[config.mk]
export PLATFORM = sky130hd
export DESIGN_NAME = z80_ld_ind_nn_a_seq
export DESIGN_NICKNAME = d
export VERILOG_FILES = /design/src/rtl/z80_ld_ind_nn_a_seq.sv
export SDC_FILE = /design/constraint.sdc
export NUM_CORES = 1
export LEC_CHECK = 0
export BUFFER_PORTS_ARGS = -buffer_cell sky130_fd_sc_hd__buf_4
export CAP_MARGIN = 40
export CORE_MARGIN = 2
export CORE_UTILIZATION = 40
export DETAILED_ROUTE_END_ITERATION = 8
export GPL_TIMING_DRIVEN = 1
export HOLD_SLACK_MARGIN = 0.12
export PLACE_DENSITY = 0.7
export SYNTH_ARGS = -nofsm -noshare
export SYNTH_HDL_FRONTEND = slang
export SYNTH_SLANG_ARGS = --single-unit
export TNS_END_PERCENT = 100
[constraint.sdc]
create_clock -name clk -period 9.34 [get_ports clk]
set_input_delay 0 -clock clk [delete_from_list [all_inputs] [get_ports clk]]
set_output_delay 0 -clock clk [all_outputs]
set_load 0.03 [all_outputs]
[src/rtl/z80_ld_ind_nn_a_seq.sv]
// Bus-cycle sequencer for Z80 LD (nn),A: opcode fetch, two operand reads, one memory write,
// with wait states in every T2 and a Z80FI retirement record in the RETIRE cycle.
module z80_ld_ind_nn_a_seq (
    input  logic        clk,
    input  logic        reset,
    input  logic        start,
    input  logic [15:0] ip_in,
    input  logic [7:0]  reg_a_in,
    output logic [15:0] bus_addr,
    input  logic [7:0]  bus_din,
    output logic [7:0]  bus_dout,
    output logic        mreq_n,
    output logic        rd_n,
    output logic        wr_n,
    output logic        m1_n,
    input  logic        wait_n,
    output logic        busy,
    output logic        z80fi_valid,
    output logic [31:0] z80fi_insn,
    output logic [3:0]  z80fi_insn_len,
    output logic [15:0] z80fi_mem_waddr,
    output logic [7:0]  z80fi_mem_wdata,
    output logic [15:0] z80fi_reg_ip_out,
    output logic        illegal,
    output logic [3:0]  dbg_state
);

    typedef enum logic [3:0] {
        IDLE   = 4'd0,
        F_T1   = 4'd1,
        F_T2   = 4'd2,
        F_T3   = 4'd3,
        F_T4   = 4'd4,
        R_T1   = 4'd5,
        R_T2   = 4'd6,
        R_T3   = 4'd7,
        W_T1   = 4'd8,
        W_T2   = 4'd9,
        W_T3   = 4'd10,
        RETIRE = 4'd11
    } state_t;

    state_t      state, state_d;
    logic [15:0] ip, ip_d;
    logic [7:0]  a, a_d;
    logic [7:0]  opcode, op_d;
    logic [7:0]  nn_lo, lo_d;
    logic [7:0]  nn_hi, hi_d;
    logic        byte_sel, sel_d;
    logic        illegal_q, ill_d;

    logic [15:0] rd_addr_d;
    logic [15:0] addr_d;
    logic [7:0]  dout_d;
    logic        mreq_d, rd_d, wr_d, m1_d;

    // Handshake: start is a request qualified only while IDLE (busy=0); it is accepted on the
    // edge where start=1 and busy=0, and is never queued. Any other cycle drops it.
    always_comb begin
        state_d = state;
        ip_d    = ip;
        a_d     = a;
        op_d    = opcode;
        lo_d    = nn_lo;
        hi_d    = nn_hi;
        sel_d   = byte_sel;
        ill_d   = illegal_q;
        case (state)
            IDLE: begin
                if (start) begin
                    ip_d    = ip_in;
                    a_d     = reg_a_in;
                    op_d    = 8'h00;
                    lo_d    = 8'h00;
                    hi_d    = 8'h00;
                    sel_d   = 1'b0;
                    ill_d   = 1'b0;
                    state_d = F_T1;
                end
            end
            F_T1: state_d = F_T2;
            F_T2: begin
                if (wait_n) begin
                    op_d    = bus_din;
                    state_d = F_T3;
                end
            end
            F_T3: state_d = F_T4;
            F_T4: begin
                if (opcode == 8'h32) begin
                    sel_d   = 1'b0;
                    state_d = R_T1;
                end else begin
                    ill_d   = 1'b1;
                    state_d = RETIRE;
                end
            end
            R_T1: state_d = R_T2;
            R_T2: begin
                if (wait_n) begin
                    if (byte_sel) hi_d = bus_din;
                    else          lo_d = bus_din;
                    state_d = R_T3;
                end
            end
            R_T3: begin
                if (!byte_sel) begin
                    sel_d   = 1'b1;
                    state_d = R_T1;
                end else begin
                    state_d = W_T1;
                end
            end
            W_T1: state_d = W_T2;
            W_T2: if (wait_n) state_d = W_T3;
            W_T3: state_d = RETIRE;
            RETIRE: state_d = IDLE;
            default: state_d = IDLE;
        endcase
    end

    assign rd_addr_d = ip_d + 16'd1 + {15'd0, sel_d};

    // Bus outputs are decoded from the next state so they can be registered in step with it.
    always_comb begin
        addr_d = 16'h0000;
        dout_d = 8'h00;
        mreq_d = 1'b1;
        rd_d   = 1'b1;
        wr_d   = 1'b1;
        m1_d   = 1'b1;
        case (state_d)
            F_T1, F_T2: begin
                addr_d = ip_d;
                m1_d   = 1'b0;
                mreq_d = 1'b0;
                rd_d   = 1'b0;
            end
            F_T3, F_T4: addr_d = ip_d;
            R_T1, R_T2: begin
                addr_d = rd_addr_d;
                mreq_d = 1'b0;
                rd_d   = 1'b0;
            end
            R_T3: addr_d = rd_addr_d;
            W_T1, W_T3: begin
                addr_d = {hi_d, lo_d};
                dout_d = a_d;
                mreq_d = 1'b0;
            end
            W_T2: begin
                addr_d = {hi_d, lo_d};
                dout_d = a_d;
                mreq_d = 1'b0;
                wr_d   = 1'b0;
            end
            default: ;
        endcase
    end

    always_ff @(posedge clk) begin
        if (reset) begin
            state     <= IDLE;
            ip        <= 16'h0000;
            a         <= 8'h00;
            opcode    <= 8'h00;
            nn_lo     <= 8'h00;
            nn_hi     <= 8'h00;
            byte_sel  <= 1'b0;
            illegal_q <= 1'b0;
            bus_addr  <= 16'h0000;
            bus_dout  <= 8'h00;
            mreq_n    <= 1'b1;
            rd_n      <= 1'b1;
            wr_n      <= 1'b1;
            m1_n      <= 1'b1;
        end else begin
            state     <= state_d;
            ip        <= ip_d;
            a         <= a_d;
            opcode    <= op_d;
            nn_lo     <= lo_d;
            nn_hi     <= hi_d;
            byte_sel  <= sel_d;
            illegal_q <= ill_d;
            bus_addr  <= addr_d;
            bus_dout  <= dout_d;
            mreq_n    <= mreq_d;
            rd_n      <= rd_d;
            wr_n      <= wr_d;
            m1_n      <= m1_d;
        end
    end

    logic       retire;
    logic [3:0] insn_len;

    assign retire   = (state == RETIRE);
    assign insn_len = illegal_q ? 4'd1 : 4'd3;

    // The retirement record is driven only during RETIRE and reads as zero otherwise.
    assign busy             = (state != IDLE);
    assign z80fi_valid      = retire;
    assign illegal          = retire && illegal_q;
    assign z80fi_insn       = retire ? {8'h00, nn_hi, nn_lo, opcode} : 32'h0;
    assign z80fi_insn_len   = retire ? insn_len : 4'd0;
    assign z80fi_mem_waddr  = (retire && !illegal_q) ? {nn_hi, nn_lo} : 16'h0000;
    assign z80fi_mem_wdata  = (retire && !illegal_q) ? a : 8'h00;
    assign z80fi_reg_ip_out = retire ? (ip + {12'd0, insn_len}) : 16'h0000;
    assign dbg_state        = state;

endmodule

==> impl_metrics.py <==
metrics = {
    "clock_network": {
        "clk_pin_slew_ps": 60,
        "cts_tree": "done",
        "insertion_delay_ps": 350,
        "postCtsSetupRepairBufs": 0,
        "cts_resized": 0,
        "numCtsBuffers": 9,
        "ctsHtreeMaxLevel": 3,
        "clock_sinks": 82,
        "holdBufCountCts": 31,
        "cts_root_buffer": "clkbuf_16",
        "clock_path_buffers": 2,
    },
    "yosys": {
        "ys_types": 71,
        "synth_common_cells": "dfxtp_1 (82), nor2_1 (74), nand2_1 (47)",
        "yosysTopAreaCell": "dfxtp_1",
        "syn_inst": 604,
        "synth_edf_count": 0,
        "synthArstFlopShare_pct": 0,
        "ys.warnings.count": 0,
        "synth_top_area_share_pct": 33.8,
        "yosysMostFrequentCell": "dfxtp_1",
        "ys_top_cells_by_area": "dfxtp_1 (34%), nor2_1 (5.7%), mux2i_1 (4.5%)",
        "ys.flop_type": "dfxtp_1",
        "synth_area_per_cell_um2": 8.03,
        "yosysSeqAreaShare_pct": 33.8,
        "ys_ff_latch": 82,
        "syn_area_mm2": 0.00485,
    },
    "floorplanning": {
        "core_mm2": 0.0119,
        "dieArea_mm2": 0.0130,
        "fp.dieW_um": 114,
        "chipHeight_um": 114,
        "placementRows": 40,
        "start_util_pct": 40.7,
        "io_pins": 147,
    },
    "sta": {
        "fmax_mhz": 226,
        "worst_slew_pin_slew_ps": 889,
        "setup-violations-final": 0,
        "skew_ps": 8.72,
        "relSlewSlack_pct": 40.7,
        "slew_violations": 0,
        "rsz0062_at_grt": "no",
        "tns_ps": 0,
        "min_period_over_period_pct": 47.3,
        "hold_violations": 0,
        "worst_slack_ps": 4920,
        "min_period_ps": 4420,
    },
    "pwr": {
        "power_uw": 971,
        "leakage_uw": 0.00265,
        "peakVddDrop_v": 0.000116,
        "power_density_mw_per_mm2": 150,
    },
    "setup_path": {
        "cp-start-kind": "flop",
        "path_max_fanout": 42,
        "cp.arrival_ps": 4680,
        "required_ps": 9600,
        "r2r_setup_slack_ps": 4920,
        "end_kind": "flop",
        "crit_type": "flop to flop",
    },
    "placement": {
        "dp_slack_ps": 4970,
        "gp_congestion": 0.956,
        "place_inst": 844,
        "hpwl_um": 11600,
        "placed_area_mm2": 0.00584,
        "port_buffers": 136,
    },
    "run_status": {
        "status": "completed",
    },
    "global_route": {
        "grt_overflow": 0,
        "antenna_found_initial": 0,
        "gr-max-usage-layer": "met2",
        "grt_max_degree": 81,
        "grt_pass1_wl_um": 25100,
        "global_route.usage.met2_pct": 40.7,
        "grt_pass1_vias": 4798,
        "grt.total_usage_pct": 24.5,
        "use_met1_pct": 30.8,
        "use_met3_pct": 5.88,
    },
    "hold_path": {
        "min_path_type": "input pin to flop",
    },
    "detailed_routing": {
        "antenna_left": 0,
        "drt_wl_total_um": 16100,
        "wire_per_inst_um": 18.0,
        "drtPass1Iterations": 5,
        "drc": 0,
        "vias_per_cell": 5.68,
        "drt_iter0_markers": 396,
        "vias": 5058,
    },
    "run": {
        "max_cap_viol_count": 0,
    },
    "finish": {
        "fin_nets": 779,
        "antenna_cells": 0,
        "finalInstanceArea_mm2": 0.00646,
        "final_cells": 891,
        "syn2layout_area_growth_pct": 33.1,
        "drive_above_1_share_pct": 22.8,
    },
}
-- state kept, by name (all words and copies together), names as in the netlist, 4 cells and up --
name / cells
nn_lo: 8
a: 8
ip: 16
bus_addr: 16
opcode: 8
dbg_state: 4
nn_hi: 8
bus_dout: 8
-- cells by family after synthesis --
kind of cell,synth area share (%)
other,0.0773
DFF,33.8
and+or+nand+nor,30.1
muxes,5.23
AOI/OAI and AO/OA,20.6
buffers and inverters,6.63
xor gates and xnor gates,2.35
adders and majority gates,1.19
-- cell usage in the layout, fill, tap and decap left out, types with 3 or more instances in the layout --
master	instances
a311oi_1	8
nand2_1	47
a22o_1	7
a21oi_1	29
buf_4	137
o22ai_1	4
nand3_1	24
and2_1	26
o21ai_1	3
mux2_2	3
xor2_1	5
mux2i_1	22
nor2b_1	15
nor3_1	18
nand2b_1	7
nor2_1	74
o21ai_0	16
conb_1	10
a22oi_1	10
a211oi_1	21
and3_1	29
clkbuf_16	9
a31oi_1	4
dlygate4sd3_1	31
dfxtp_1	82
or4_1	3
a32oi_1	4
or3_1	7
nor4_1	4
inv_1	9
ha_1	3
o21bai_1	5
o311ai_0	3
nand4_1	7
xnor2_1	8
-- final cells by class --
cell class	count	area, um^2
clock buffers	11	243
clock inverters	5	61.3
fillers	1135	5450
inverters	10	40.0
multi-input cells	467	2920
flip-flops and latches	82	1640
well taps	147	184
repair buffers	169	1370
-- metal layers --
layer	vias up	routed length [um]
li1	2446	-
met1	2379	7020
met2	196	7650
met3	37	905
met4	0	487
met5	-	0
-- power by group --
| part | leakage, uW | internal (uW) | switching [uW] |
|---|---|---|---|
| combinational | 0.00183 | 76.3 | 144 |
| clock | 0.000150 | 216 | 148 |
| sequential | 0.000666 | 368 | 18.6 |
-- worst paths after layout --
path | from | endpoint | depth (start not counted)
worst min register to register | opcode[6]$_SDFFE_PP0P_ | opcode[6]$_SDFFE_PP0P_ | 2
worst max-delay path | dbg_state[1]$_SDFF_PP0_ | bus_addr[12]$_SDFF_PP0_ | 11
worst max register to register | dbg_state[1]$_SDFF_PP0_ | bus_addr[12]$_SDFF_PP0_ | 11
worst min-delay path | ip_in[2] | ip[2]$_SDFF_PP0_ | 3
-- critical path, cell delays in order (launching register included) --
cell and delay (ps):
dfxtp_1 460, nor4_4 730, inv_4 130, nor2_8 570
a21oi_1 220, ha_1 350, inv_1 160, ha_1 320
inv_1 80, o41a_1 480, or4_1 540, a311oi_1 270
-- metrics by stage --
step / util (%) / hold WS, ps
after global routing: 54.2 / 169
after floorplan: - / 152
after CTS: 54.2 / 130
after global placement: 48.8 / 256
after detailed placement: 49.1 / 275
final: 54.2 / 137
Note: power is estimated with default switching activity, not from simulation.
